File: config.mk
export PLATFORM = sky130hd
export DESIGN_NAME = hist_reader_flat
export DESIGN_NICKNAME = d
export VERILOG_FILES = /design/src/rtl/hist_reader_if.sv /design/src/rtl/hist_reader.sv /design/src/flat_wrapper.sv
export SDC_FILE = /design/constraint.sdc
export NUM_CORES = 1
export LEC_CHECK = 0
export CORE_MARGIN = 2
export CORE_UTILIZATION = 50
export DETAILED_ROUTE_END_ITERATION = 10
export PLACE_DENSITY = 0.73
export SETUP_SLACK_MARGIN = 0.15
export SYNTH_ARGS = -nofsm -noshare
export SYNTH_HDL_FRONTEND = slang
export SYNTH_SLANG_ARGS = --single-unit
File: constraint.sdc
create_clock -name clk -period 4.2 [get_ports clk]
set_clock_uncertainty 0.15 [all_clocks]
set_input_delay 0.42 -clock clk [delete_from_list [all_inputs] [get_ports clk]]
set_output_delay 0.42 -clock clk [all_outputs]
set_load 0.02 [all_outputs]
File: src/rtl/hist_reader_if.sv
// Histogram read port plus the (symbol, count) output stream of hist_reader.
// The master drives the read strobe and the stream; the slave returns read data and ready.
interface hist_reader_if #(
  parameter int unsigned SYM_W = 8,
  parameter int unsigned CNT_W = 32
);
  logic             rd_en;
  logic [SYM_W-1:0] rd_addr;
  logic [CNT_W-1:0] rd_data;
  logic             out_valid;
  logic             out_ready;
  logic [SYM_W-1:0] out_sym;
  logic [CNT_W-1:0] out_cnt;
  logic             out_last;

  modport master (
    output rd_en, rd_addr, out_valid, out_sym, out_cnt, out_last,
    input  rd_data, out_ready
  );

  modport slave (
    input  rd_en, rd_addr, out_valid, out_sym, out_cnt, out_last,
    output rd_data, out_ready
  );
endinterface

File: src/rtl/hist_reader.sv
// Scans all histogram bins after EOF, streams nonzero (symbol, count) pairs in ascending order,
// and reports the nonzero-bin count and saturating total. One-entry lookahead marks the last pair.
module hist_reader #(
  parameter int unsigned NUM_BINS = 256,
  parameter int unsigned SYM_W    = 8,
  parameter int unsigned CNT_W    = 32
) (
  input  logic               clk,
  input  logic               rst,
  input  logic               start_i,
  hist_reader_if.master      hist_if,
  output logic               busy_o,
  output logic               done_o,
  output logic [SYM_W:0]     nonzero_bins_o,
  output logic [CNT_W-1:0]   total_o,
  output logic               total_sat_o
);

  localparam logic [SYM_W-1:0] LAST_IDX = SYM_W'(NUM_BINS - 1);

  typedef enum logic [2:0] {
    S_IDLE, S_SCAN, S_CHECK, S_EMIT, S_FLUSH, S_DONE
  } state_e;

  state_e           state_q;
  logic [SYM_W-1:0] idx_q;
  logic             p_vld_q;
  logic [SYM_W-1:0] p_sym_q;
  logic [CNT_W-1:0] p_cnt_q;
  logic [SYM_W-1:0] x_sym_q;
  logic [CNT_W-1:0] x_cnt_q;

  logic             rd_en_q;
  logic [SYM_W-1:0] rd_addr_q;
  logic             out_valid_q;
  logic [SYM_W-1:0] out_sym_q;
  logic [CNT_W-1:0] out_cnt_q;
  logic             out_last_q;
  logic             busy_q;
  logic             done_q;
  logic [SYM_W:0]   nonzero_q;
  logic [CNT_W-1:0] total_q;
  logic             sat_q;

  logic [CNT_W:0]   sum_c;
  logic             nz_c;
  logic             is_last_c;
  logic [SYM_W-1:0] idx_inc_c;

  assign sum_c     = {1'b0, total_q} + {1'b0, hist_if.rd_data};
  assign nz_c      = (hist_if.rd_data != '0);
  assign is_last_c = (idx_q == LAST_IDX);
  assign idx_inc_c = idx_q + SYM_W'(1);

  always_ff @(posedge clk) begin
    if (rst) begin
      state_q     <= S_IDLE;
      idx_q       <= '0;
      p_vld_q     <= 1'b0;
      p_sym_q     <= '0;
      p_cnt_q     <= '0;
      x_sym_q     <= '0;
      x_cnt_q     <= '0;
      rd_en_q     <= 1'b0;
      rd_addr_q   <= '0;
      out_valid_q <= 1'b0;
      out_sym_q   <= '0;
      out_cnt_q   <= '0;
      out_last_q  <= 1'b0;
      busy_q      <= 1'b0;
      done_q      <= 1'b0;
      nonzero_q   <= '0;
      total_q     <= '0;
      sat_q       <= 1'b0;
    end else begin
      case (state_q)
        S_IDLE: begin
          if (start_i) begin
            state_q   <= S_SCAN;
            idx_q     <= '0;
            p_vld_q   <= 1'b0;
            nonzero_q <= '0;
            total_q   <= '0;
            sat_q     <= 1'b0;
            busy_q    <= 1'b1;
            rd_en_q   <= 1'b1;
            rd_addr_q <= '0;
          end
        end

        S_SCAN: begin
          rd_en_q <= 1'b0;
          state_q <= S_CHECK;
        end

        S_CHECK: begin
          if (nz_c) begin
            nonzero_q <= nonzero_q + (SYM_W + 1)'(1);
            if (sum_c[CNT_W]) begin
              total_q <= '1;
              sat_q   <= 1'b1;
            end else begin
              total_q <= sum_c[CNT_W-1:0];
            end
            if (!p_vld_q) begin
              p_vld_q <= 1'b1;
              p_sym_q <= idx_q;
              p_cnt_q <= hist_if.rd_data;
            end else begin
              // Pending pair goes out; the new bin waits in X until the handshake.
              x_sym_q     <= idx_q;
              x_cnt_q     <= hist_if.rd_data;
              out_valid_q <= 1'b1;
              out_sym_q   <= p_sym_q;
              out_cnt_q   <= p_cnt_q;
              out_last_q  <= 1'b0;
              state_q     <= S_EMIT;
            end
          end
          if (!(nz_c && p_vld_q)) begin
            if (is_last_c) begin
              if (p_vld_q || nz_c) begin
                out_valid_q <= 1'b1;
                out_last_q  <= 1'b1;
                out_sym_q   <= p_vld_q ? p_sym_q : idx_q;
                out_cnt_q   <= p_vld_q ? p_cnt_q : hist_if.rd_data;
                state_q     <= S_FLUSH;
              end else begin
                busy_q  <= 1'b0;
                done_q  <= 1'b1;
                state_q <= S_DONE;
              end
            end else begin
              idx_q     <= idx_inc_c;
              rd_en_q   <= 1'b1;
              rd_addr_q <= idx_inc_c;
              state_q   <= S_SCAN;
            end
          end
        end

        S_EMIT: begin
          if (hist_if.out_ready) begin
            p_sym_q <= x_sym_q;
            p_cnt_q <= x_cnt_q;
            if (is_last_c) begin
              out_sym_q  <= x_sym_q;
              out_cnt_q  <= x_cnt_q;
              out_last_q <= 1'b1;
              state_q    <= S_FLUSH;
            end else begin
              out_valid_q <= 1'b0;
              idx_q       <= idx_inc_c;
              rd_en_q     <= 1'b1;
              rd_addr_q   <= idx_inc_c;
              state_q     <= S_SCAN;
            end
          end
        end

        S_FLUSH: begin
          if (hist_if.out_ready) begin
            out_valid_q <= 1'b0;
            out_last_q  <= 1'b0;
            p_vld_q     <= 1'b0;
            busy_q      <= 1'b0;
            done_q      <= 1'b1;
            state_q     <= S_DONE;
          end
        end

        S_DONE: begin
          done_q  <= 1'b0;
          state_q <= S_IDLE;
        end

        default: state_q <= S_IDLE;
      endcase
    end
  end

  assign hist_if.rd_en     = rd_en_q;
  assign hist_if.rd_addr   = rd_addr_q;
  assign hist_if.out_valid = out_valid_q;
  assign hist_if.out_sym   = out_sym_q;
  assign hist_if.out_cnt   = out_cnt_q;
  assign hist_if.out_last  = out_last_q;
  assign busy_o            = busy_q;
  assign done_o            = done_q;
  assign nonzero_bins_o    = nonzero_q;
  assign total_o           = total_q;
  assign total_sat_o       = sat_q;

endmodule

File: src/flat_wrapper.sv
// flat-port wrapper written by rule: the top's interface ports become plain ports
module hist_reader_flat 
#(
  parameter int unsigned NUM_BINS = 256,
  parameter int unsigned SYM_W    = 8,
  parameter int unsigned CNT_W    = 32
)
  (clk, rst, start_i, busy_o, done_o, nonzero_bins_o, total_o, total_sat_o, hist_if_rd_en, hist_if_rd_addr, hist_if_out_valid, hist_if_out_sym, hist_if_out_cnt, hist_if_out_last, hist_if_rd_data, hist_if_out_ready);
  hist_reader_if #(.SYM_W(SYM_W), .CNT_W(CNT_W)) hist_if_i ();
  input  logic clk;
  input  logic rst;
  input  logic start_i;
  output logic busy_o;
  output logic done_o;
  output logic [SYM_W:0] nonzero_bins_o;
  output logic [CNT_W-1:0] total_o;
  output logic total_sat_o;
  output wire logic [$bits(hist_if_i.rd_en)-1:0] hist_if_rd_en;
  output wire logic [$bits(hist_if_i.rd_addr)-1:0] hist_if_rd_addr;
  output wire logic [$bits(hist_if_i.out_valid)-1:0] hist_if_out_valid;
  output wire logic [$bits(hist_if_i.out_sym)-1:0] hist_if_out_sym;
  output wire logic [$bits(hist_if_i.out_cnt)-1:0] hist_if_out_cnt;
  output wire logic [$bits(hist_if_i.out_last)-1:0] hist_if_out_last;
  input wire logic [$bits(hist_if_i.rd_data)-1:0] hist_if_rd_data;
  input wire logic [$bits(hist_if_i.out_ready)-1:0] hist_if_out_ready;
  assign hist_if_rd_en = hist_if_i.rd_en;
  assign hist_if_rd_addr = hist_if_i.rd_addr;
  assign hist_if_out_valid = hist_if_i.out_valid;
  assign hist_if_out_sym = hist_if_i.out_sym;
  assign hist_if_out_cnt = hist_if_i.out_cnt;
  assign hist_if_out_last = hist_if_i.out_last;
  assign hist_if_i.rd_data = hist_if_rd_data;
  assign hist_if_i.out_ready = hist_if_out_ready;
  hist_reader #(.NUM_BINS(NUM_BINS), .SYM_W(SYM_W), .CNT_W(CNT_W)) u_core (.clk(clk), .rst(rst), .start_i(start_i), .hist_if(hist_if_i), .busy_o(busy_o), .done_o(done_o), .nonzero_bins_o(nonzero_bins_o), .total_o(total_o), .total_sat_o(total_sat_o));
endmodule
# Word level (Yosys, flattened, before mapping)
# Index checks and enable logic that the tools add are counted.
[totals]
register_bits = 187
in_bits = 36
[classes]
addsub = 3
eq_ne = 18
mux = 87
n_reduce_logical = 24
[ops]
columns = ["operator", "count"]
rows = [
  ["2-to-1 mux 32 bit", 13],
  ["case mux 32 bit (2 select lines)", 3],
  ["2-to-1 mux 8 bit", 17],
  ["case mux 8 bit (3 select lines)", 2],
  ["adder 32 x 32 -> 33 bit", 1],
  ["case mux 8 bit (2 select lines)", 2],
  ["nonzero test 32 bit", 1],
  ["2-to-1 mux 1 bit", 31],
  ["2-to-1 mux 3 bit", 8],
  ["AND reduction 4 bit", 6],
  ["2-to-1 mux 9 bit", 2],
  ["case mux 9 bit (2 select lines)", 1],
  ["case mux 1 bit (3 select lines)", 5],
  ["case mux 3 bit (5 select lines)", 1],
  ["!= test 2 bit, second input constant", 6],
  ["AND reduction 3 bit", 4],
  ["nonzero test 3 bit", 4],
  ["AND reduction 5 bit", 2],
  ["adder 9 x 1 -> 9 bit, second input constant", 1],
  ["adder 8 x 1 -> 8 bit, second input constant", 1],
  ["== test 8 bit, second input constant", 1],
  ["!= test 2 x 1 -> 1 bit, second input constant", 4],
  ["== test 3 x 2 -> 1 bit, second input constant", 2],
  ["== test 3 bit, second input constant", 2],
  ["10 further kinds", 12],
]

# Longest topological paths before layout
# Gate-level depths: netlist of run 1.
[depth]
depth_word = 6
depth_mapped = 12

# Worst setup path after synthesis of run 1
# OpenSTA, ideal clock, no wires.
[synth_path]
path_kind = "input -> register"
start = "in hist_if_rd_data[0]"
end = "reg u_core.total_q[18] (netlist: u_core.total_o[18])"
t_arrival_ps = 2926
required_time_ps = 3933
path_slack_ps = 1007
cell_stages = 10
n_path_buf = 0
cell_sequence = "ha_1 -> fa_1 -> a211oi_1 -> o21a_1 -> a21oi_1 -> a21oi_1 -> o21ai_0 -> nor4b_1 -> or4_1 -> a22o_1"
[synth_via]
elab_chain_len = 4
[synth_rtl]
columns = ["item", "line_no", "rtl"]
rows = [
  ["start, declared", "flat_wrapper.sv:24", "input wire logic [$bits(hist_if_i.rd_data)-1:0] hist_if_rd_data;"],
  ["adder 32 x 32 -> 33 bit", "hist_reader.sv:50", "assign sum_c = {1'b0, total_q} + {1'b0, hist_if.rd_data};"],
  ["2-to-1 mux 32 bit", "hist_reader.sv:99", "if (sum_c[CNT_W]) begin"],
  ["2-to-1 mux 32 bit", "hist_reader.sv:97", "if (nz_c) begin"],
  ["case mux 32 bit (2 select lines)", "hist_reader.sv:76", "case (state_q)"],
  ["end signal, assigned", "hist_reader.sv:103", "total_q <= sum_c[CNT_W-1:0];"],
  ["end, declared", "hist_reader.sv:42", "logic [CNT_W-1:0] total_q;"],
]
# Several ways; a longest one is shown, not always the timed one. The select of a mux whose other input is x is not followed.
# A chain may end at the register's enable or synchronous reset.

# Worst setup path after layout of run 1
[layout_path]
start = "in hist_if_rd_data[9]"
end = "reg u_core.total_q[25] (netlist: u_core.total_o[25])"
# The elaborated chain is that of the path after synthesis.

==> out/metrics.cfg, run 1 <==
[status]
outcome = finished clean

[grt]
grt_usage_pct = 29.7
first_global_vias = 9842
grt_max_degree = 77
grt_overflow = 0
grt_pass1_wl_um = 52200
antenna_found_initial = 0

[power]
p_switching_mw = 1.22
comb_power_share_pct = 17.2
powerDensity_nw_per_um2 = 330
clockPowerShare_pct = 38.0
intPower_mw = 2.85
switching_share_pct = 29.9
power.share.sequential_pct = 44.8
leakagePower_nw = 4.45
ir_worst_vdd_mv = 0.228

[flow_run]
maxCapViolations = 0

[worst_setup_path]
critPathRequiredTime_ns = 4.39
critPathBufInv = 3
endpoint_kind = flop
worstPathCellList = clkdlybuf4s50_1 > ha_1 > nand3_1 > nor4_1 > a221oi_1 > buf_4 > o31ai_1 > a21boi_1 > buf_4 > nor3_1 > o221ai_1 > a221oi_1
worstSetupPathType = in -> reg
cp_slowest_cell = clkdlybuf4s50_1
arrival_ns = 3.68
slowest_delay_ns = 0.55
crit_family = compound AO/OA/AOI/OAI gates
cp-start-kind = input port
crit_fanout = 5

[clock_network]
cts_tree = built
cts_inserted_buffers = 17
cts.sink_count = 179
clockRootBuffer = clkbuf_16
holdBufCountCts = 0
clock_latency_ns = 0.43
cts_buffer_depth = 2
clkSlewWorstSetupHoldPaths_ns = 0.07
h-tree-depth = 4
cts_setup_buffers = 0
cts_resized = 0

[die]
die_area_um2 = 21600
core_um2 = 20100
ioPinCount = 131
chipHeight_um = 147
rows = 52
initial_utilization_pct = 50.7
die_w_um = 147

[finish]
fin_cells = 1703
drive_gt1_share_pct = 6.07
n_antenna_cell = 0
nets = 1491
fillers = 1791
area.growth.synth_to_final_pct = 20.8
final_util_pct = 61.3
seq_area_um2 = 3580
multi_input_area_um2 = 6140

[synthesis]
synth.top_cell.area_share_pct = 35.1
syn-num-nets = 1412
ys_top_cells_by_area = dfxtp_1 35%, nand2_1 8.5%, nor2_1 4.9%
synth_top_family_by_area = compound AO/OA/AOI/OAI gates
netlist_area_um2 = 10200
yosysMostFrequentCell = nand2_1
synth_area_leader_cell = dfxtp_1
synth_mux_area_share_pct = 4.36
ys.flop_type = dfxtp_1
netlist_instances = 1341
synthXorXnorAreaFrac_pct = 3.18
yosys.area_share.simple_pct = 23.7
synth_edf_count = 0
async_flop_share_pct = 0
ys_ff_latch = 179
yosys-top-cells-count = 230 x nand2_1, 179 x dfxtp_1, 133 x nor2_1
synth_fa_ha_area_share_pct = 4.37
yosys_warnings = 0
syn_avg_cell_area_um2 = 7.60
yosysUniqueCellTypes = 62
synth-compound-area-share_pct = 24.4
seq_area_frac_synth_pct = 35.1

[placement]
dp_hpwl_um = 20900
port_buffers = 130
pre_cts_slack_ns = 0.351
dp.cells = 1671
place_congestion = 0.937

[worst_hold_path]
worstHoldPathType = reg -> reg

[timing]
drv_slew = 0
max_freq_mhz = 287
rsz0062_at_grt = no
setup_tns_ns = 0
hold_viol_final = 0
hold_slack_ns = 0.314
tightest_slew_ns = 0.837
final-setup-viol-count = 0
finalCritPeriodShare_pct = 83.1
slew_headroom_pct = 44.2
timing.final.ws_setup_ns = 0.711
fin_crit_ns = 3.49

[routing]
num_vias = 10563
drt-vias-per-instance = 6.20
drtAntennaViolNets = 0
drt_iter0_drc = 1049
wire_per_inst_um = 19.3
firstDrtPassIters = 7
wirelength_um = 32900
drc = 0

[cell usage in the layout (no fill, tap or decap), types with 20 or more instances in the layout]
| cell type | count |
|---|---|
| mux2i_1 | 41 |
| o22ai_1 | 32 |
| nand2_1 | 230 |
| ha_1 | 34 |
| nor2_1 | 131 |
| dfxtp_1 | 178 |
| a31oi_1 | 41 |
| a32oi_1 | 32 |
| buf_4 | 36 |
| or3_1 | 43 |
| a21oi_1 | 63 |
| clkdlybuf4s50_1 | 129 |
| a211oi_1 | 51 |
| xor2_1 | 20 |
| o21ai_0 | 86 |
| nand3_1 | 60 |
| nor3_1 | 22 |
[power groups by stage]
| stage | clock [mW] | sequential [mW] | combinational (mW) |
|---|---|---|---|
| finish | 1.55 | 1.82 | 0.702 |
| global route | 1.62 | 1.83 | 0.761 |
| CTS | 1.56 | 1.82 | 0.692 |
| detailed placement | 0 | 1.86 | 0.687 |
| global placement | 0 | 1.86 | 0.682 |
| floorplan | 0 | 1.85 | 0.438 |
[final timing paths]
| kind | startpoint | endpoint | slack, ns | depth (start not counted) |
|---|---|---|---|---|
| setup / recovery | hist_if_rd_data[9] | u_core.total_o[25] | 0.71 | 12 |
| setup reg to reg | u_core.total_o[1] | u_core.total_o[25] | 0.90 | 11 |
| hold reg to reg | u_core.total_o[13] | u_core.total_o[13] | 0.31 | 2 |
| hold / removal | u_core.total_o[13] | u_core.total_o[13] | 0.31 | 2 |
[flip-flops by register name (all words and copies together) (netlist names)]
name,count
u_core.total_o,32
u_core.done_o,1
u_core.idx_q,8
u_core.p_vld_q,1
u_core.state_q,3
u_core.hist_if.out_last,1
u_core.x_cnt_q,32
u_core.x_sym_q,8
u_core.total_sat_o,1
u_core.p_cnt_q,32
u_core.busy_o,1
u_core.hist_if.out_cnt,32
u_core.hist_if.rd_en,1
u_core.hist_if.out_sym,8
u_core.nonzero_bins_o,9
u_core.p_sym_q,8
u_core.hist_if.out_valid,1
[layer usage]
metal	GRT usage (%)	vias up	share of wire, %
met4	10.1	0	1.8
met3	3.73	63	8.1
met2	48.0	505	46
li1	-	5037	-
met1	41.2	4958	44
met5	0	-	0
[worst reg2reg max path: stages (launching register included)]
cell and delay, ns:
dfxtp_1 0.50, ha_1 0.32, a211oi_1 0.33, o211ai_1 0.19, a221oi_1 0.36, buf_4 0.19, o31ai_1 0.12, a21boi_1 0.38
buf_4 0.20, nor3_1 0.05, o221ai_1 0.25, a221oi_1 0.12
[layout make-up]
class,count,share of cell area [%]
Sequential cell,179,29.1
Tap cell,270,2.74
Clock buffer,18,3.48
Inverter,10,0.305
Clock inverter,14,1.06
Timing Repair Buffer,170,13.5
Multi-Input combinational cell,1042,49.8
[metrics by stage]
| stage | instance area [µm²] | power (mW) |
|---|---|---|
| 4_1_cts | 12300 | 4.07 |
| 3_5_place_dp | 11800 | 2.55 |
| 2_1_floorplan | 10200 | 2.29 |
| 5_1_grt | 12300 | 4.21 |
| 3_3_place_gp | 11800 | 2.54 |
| 6_report | 12300 | 4.07 |
[kinds of logic after synthesis]
| kind of cell | after synthesis |
|---|---|
| and+or+nand+nor | 543 |
| AOI/OAI and AO/OA | 383 |
| DFF | 179 |
| buffers and inverters | 120 |
| muxes | 44 |
| xor gates and xnor gates | 37 |
| adders and majority gates | 35 |
Note: power is estimated with default switching activity, not from simulation.
==> run 2: changes to the inputs <==
--- a/config.mk
+++ b/config.mk
@@ -8,7 +8,7 @@
 export CORE_MARGIN = 2
 export CORE_UTILIZATION = 50
 export DETAILED_ROUTE_END_ITERATION = 10
-export PLACE_DENSITY = 0.73
+export PLACE_DENSITY = 0.76
 export SETUP_SLACK_MARGIN = 0.15
 export SYNTH_ARGS = -nofsm -noshare
 export SYNTH_HDL_FRONTEND = slang
==> constraint.sdc (replaced) <==
create_clock -name clk -period 2.9 [get_ports clk]
set_clock_uncertainty 0.15 [all_clocks]
set_input_delay 0.29 -clock clk [delete_from_list [all_inputs] [get_ports clk]]
set_output_delay 0.29 -clock clk [all_outputs]
set_load 0.02 [all_outputs]
==> run 2 against run 1 <==
Compared with the run above:
- sequential share of layout area fell by 3.3 points
- register-to-register slack worse by 0.75 ns
- final cell count rose by 8.9%
- largest power group unchanged
==> out/metrics.cfg, run 2 (same netlist as run 1, synthesis figures left out) <==
[die]
rows = 52  ; unchanged
die_area_um2 = 21600  ; unchanged
initial_utilization_pct = 50.7  ; unchanged
chipHeight_um = 147  ; unchanged
die_w_um = 147  ; unchanged
ioPinCount = 131  ; unchanged
core_um2 = 20100  ; unchanged

[worst_hold_path]
hold_depth = 2  ; unchanged
worstHoldPathType = in -> reg  ; was reg -> reg

[grt]
antenna_found_initial = 0  ; unchanged
top_usage_layer = met2  ; unchanged
grt_pass1_wl_um = 55400  ; was 52200 µm
first_global_vias = 10889  ; was 9842
grt_usage_pct = 31.4  ; was 29.7%
met3_usage_pct = 6.27  ; was 3.73%
grt_overflow = 0  ; unchanged
grt_util_met2_pct = 52.0  ; was 48.0%
grtUsageMet1_pct = 40.8  ; was 41.2%
grt_max_degree = 81  ; was 77

[power]
total_power_mw = 6.28  ; was 4.07 mW
leakagePower_nw = 5.36  ; was 4.45 nW
powerDensity_nw_per_um2 = 451  ; was 330 nW/µm²
ir_worst_vdd_mv = 0.369  ; was 0.228 mV

[routing]
drt_iter0_drc = 1169  ; was 1049
wirelength_um = 35100  ; was 32900 µm
drc = 0  ; unchanged
drtAntennaViolNets = 0  ; unchanged
drt-vias-per-instance = 6.12  ; was 6.20
firstDrtPassIters = 5  ; was 7
num_vias = 11340  ; was 10.6k
wire_per_inst_um = 18.9  ; was 19.3 µm

[worst_setup_path]
crit_start = u_core.total_o[0]  ; was hist_if_rd_data[9]
worstSetupPathType = reg -> reg  ; was in -> reg
regToRegSetupSlack_ns = 0.15  ; was 0.90 ns
critical_path_depth = 10  ; was 12
critPathBufInv = 0  ; was 3
worstPathCellList = ha_4 > fa_2 > a211oi_2 > o21a_1 > a21oi_2 > a21oi_4 > o21ba_4 > o21ai_4 > or4_4 > a22o_1  ; was clkdlybuf4s50_1 > ha_1 > nand3_1 > nor4_1 > a221oi_1 > buf_4 > o31ai_1 > a21boi_1 > buf_4 > nor3_1 > o221ai_1 > a221oi_1
crit_fanout = 4  ; was 5
crit_end = u_core.total_o[18]  ; was u_core.total_o[25]
r2r_end = u_core.total_o[18]  ; was u_core.total_o[25]
critPathRequiredTime_ns = 3.09  ; was 4.39 ns
crit_family = compound AO/OA/AOI/OAI gates  ; unchanged
cp_slowest_cell = or4_4  ; was clkdlybuf4s50_1
arrival_ns = 2.94  ; was 3.68 ns
endpoint_kind = flop  ; unchanged
r2r_cells = 10  ; was 11
cp-start-kind = flop  ; was input port
slowest_delay_ns = 0.51  ; was 0.55 ns
r2r-start = u_core.total_o[0]  ; was u_core.total_o[1]

[placement]
pre_cts_slack_ns = -0.532  ; was 0.351 ns
place_congestion = 0.891  ; was 0.937
port_buffers = 130  ; unchanged
dp.cells = 1817  ; was 1671
dp_hpwl_um = 23200  ; was 20900 µm

[finish]
final_cell_mix = 229 x nand2_1, 180 x buf_4, 173 x dfxtp_1  ; was 230 x nand2_1, 178 x dfxtp_1, 131 x nor2_1
nets = 1642  ; was 1491
final_common_cell = nand2_1  ; unchanged
drive_gt1_share_pct = 18.6  ; was 6.07%
fillers = 1611  ; was 1791
area.growth.synth_to_final_pct = 36.7  ; was 20.8%
fin_cells = 1854  ; was 1703
n_antenna_cell = 0  ; unchanged

[timing]
slew_headroom_pct = 47.5  ; was 44.2%
tightest_slew_ns = 0.787  ; was 0.837 ns
hold_viol_final = 0  ; unchanged
finalCritPeriodShare_pct = 94.9
rsz0062_at_grt = yes  ; was no
final-setup-viol-count = 0  ; unchanged
drv_slew = 0  ; unchanged
fin_crit_ns = 2.75
max_freq_mhz = 363
timing.final.ws_setup_ns = 0.147  ; was 0.711 ns
hold_slack_ns = 0.0504  ; was 0.314 ns

[clock_network]
holdBufCountCts = 0  ; unchanged
clkSlewWorstSetupHoldPaths_ns = 0.07  ; about the same
h-tree-depth = 4  ; unchanged
clockRootBuffer = clkbuf_16  ; unchanged
cts_tree = built  ; unchanged
cts_buffer_depth = 2  ; unchanged
clock_latency_ns = 0.45  ; was 0.43 ns
cts_inserted_buffers = 17  ; unchanged
cts.sink_count = 179  ; unchanged

[status]
outcome = finished clean  ; unchanged

[flow_run]
maxCapViolations = 0  ; unchanged

==> run 2: cell types whose count changed in the layout (fill, tap and decap cells not counted), moves of 7 or more <==
cell,previous run,this run
clkdlybuf4s50_1,129,115
buf_4,36,180
ha_1,34,25
o21ai_0,86,77
a21oi_1,63,56
dlymetal6s2s_1,0,8
ha_4,0,7
==> run 2: layout make-up <==
type,instances,area [µm²],area share (%)
multi-input combinational,1042,6490,46.6
clock buffer,17,425,3.05
sequential,179,3590,25.8
timing repair buffer,321,2880,20.6
clock inverter,15,170,1.22
inverter,10,37.5,0.269
tap,270,338,2.42
==> run 2: through the flow <==
stage	instance area (µm²)	utilization [%]	TNS (ns)
6_report	13900	69.3	0
4_1_cts	13600	67.9	0
5_1_grt	13900	69.3	0
3_3_place_gp	13000	64.6	-54.89
2_1_floorplan	10300	-	0
3_5_place_dp	13000	64.6	-58.51
==> run 2: power breakdown <==
| group | internal, mW | switching, mW |
|---|---|---|
| logic | 0.557 | 0.717 |
| registers | 2.54 | 0.0840 |
| clock network | 1.29 | 1.09 |
| total | 4.39 | 1.89 |
==> run 2: repair_timing <==
item                       CTS  global route
pin swaps                    6            19
setup buffers                0             5
gates resized for setup     22            56
setup endpoints to repair  122           112
==> run 2: per-layer routing <==
metal	share of wire [%]	routed length, µm	vias up
met5	0	0	-
met2	47	16600	579
met4	2.1	737	0
met1	42	14700	5344
met3	8.8	3090	77
li1	-	-	5340
==> run 2: how the worst min path moves through the flow <==
stage | from | end | slack, ns
finish | rst | u_core.nonzero_bins_o[0] | 0.05
global route | rst | u_core.nonzero_bins_o[0] | 0.07
CTS | rst | u_core.nonzero_bins_o[0] | 0.05
detailed placement | u_core.total_o[9] | u_core.total_o[9] | 0.30
global placement | u_core.total_o[9] | u_core.total_o[9] | 0.30
floorplan | hist_if_rd_data[0] | u_core.x_cnt_q[0] | 0.29
==> run 2: worst register-to-register path, cell delays in order, from the launching register on <==
cell,delay (ns)
dfxtp_4,0.35
ha_4,0.16
fa_2,0.39
a211oi_2,0.18
o21a_1,0.17
a21oi_2,0.09
a21oi_4,0.22
o21ba_4,0.18
o21ai_4,0.07
or4_4,0.51
a22o_1,0.18
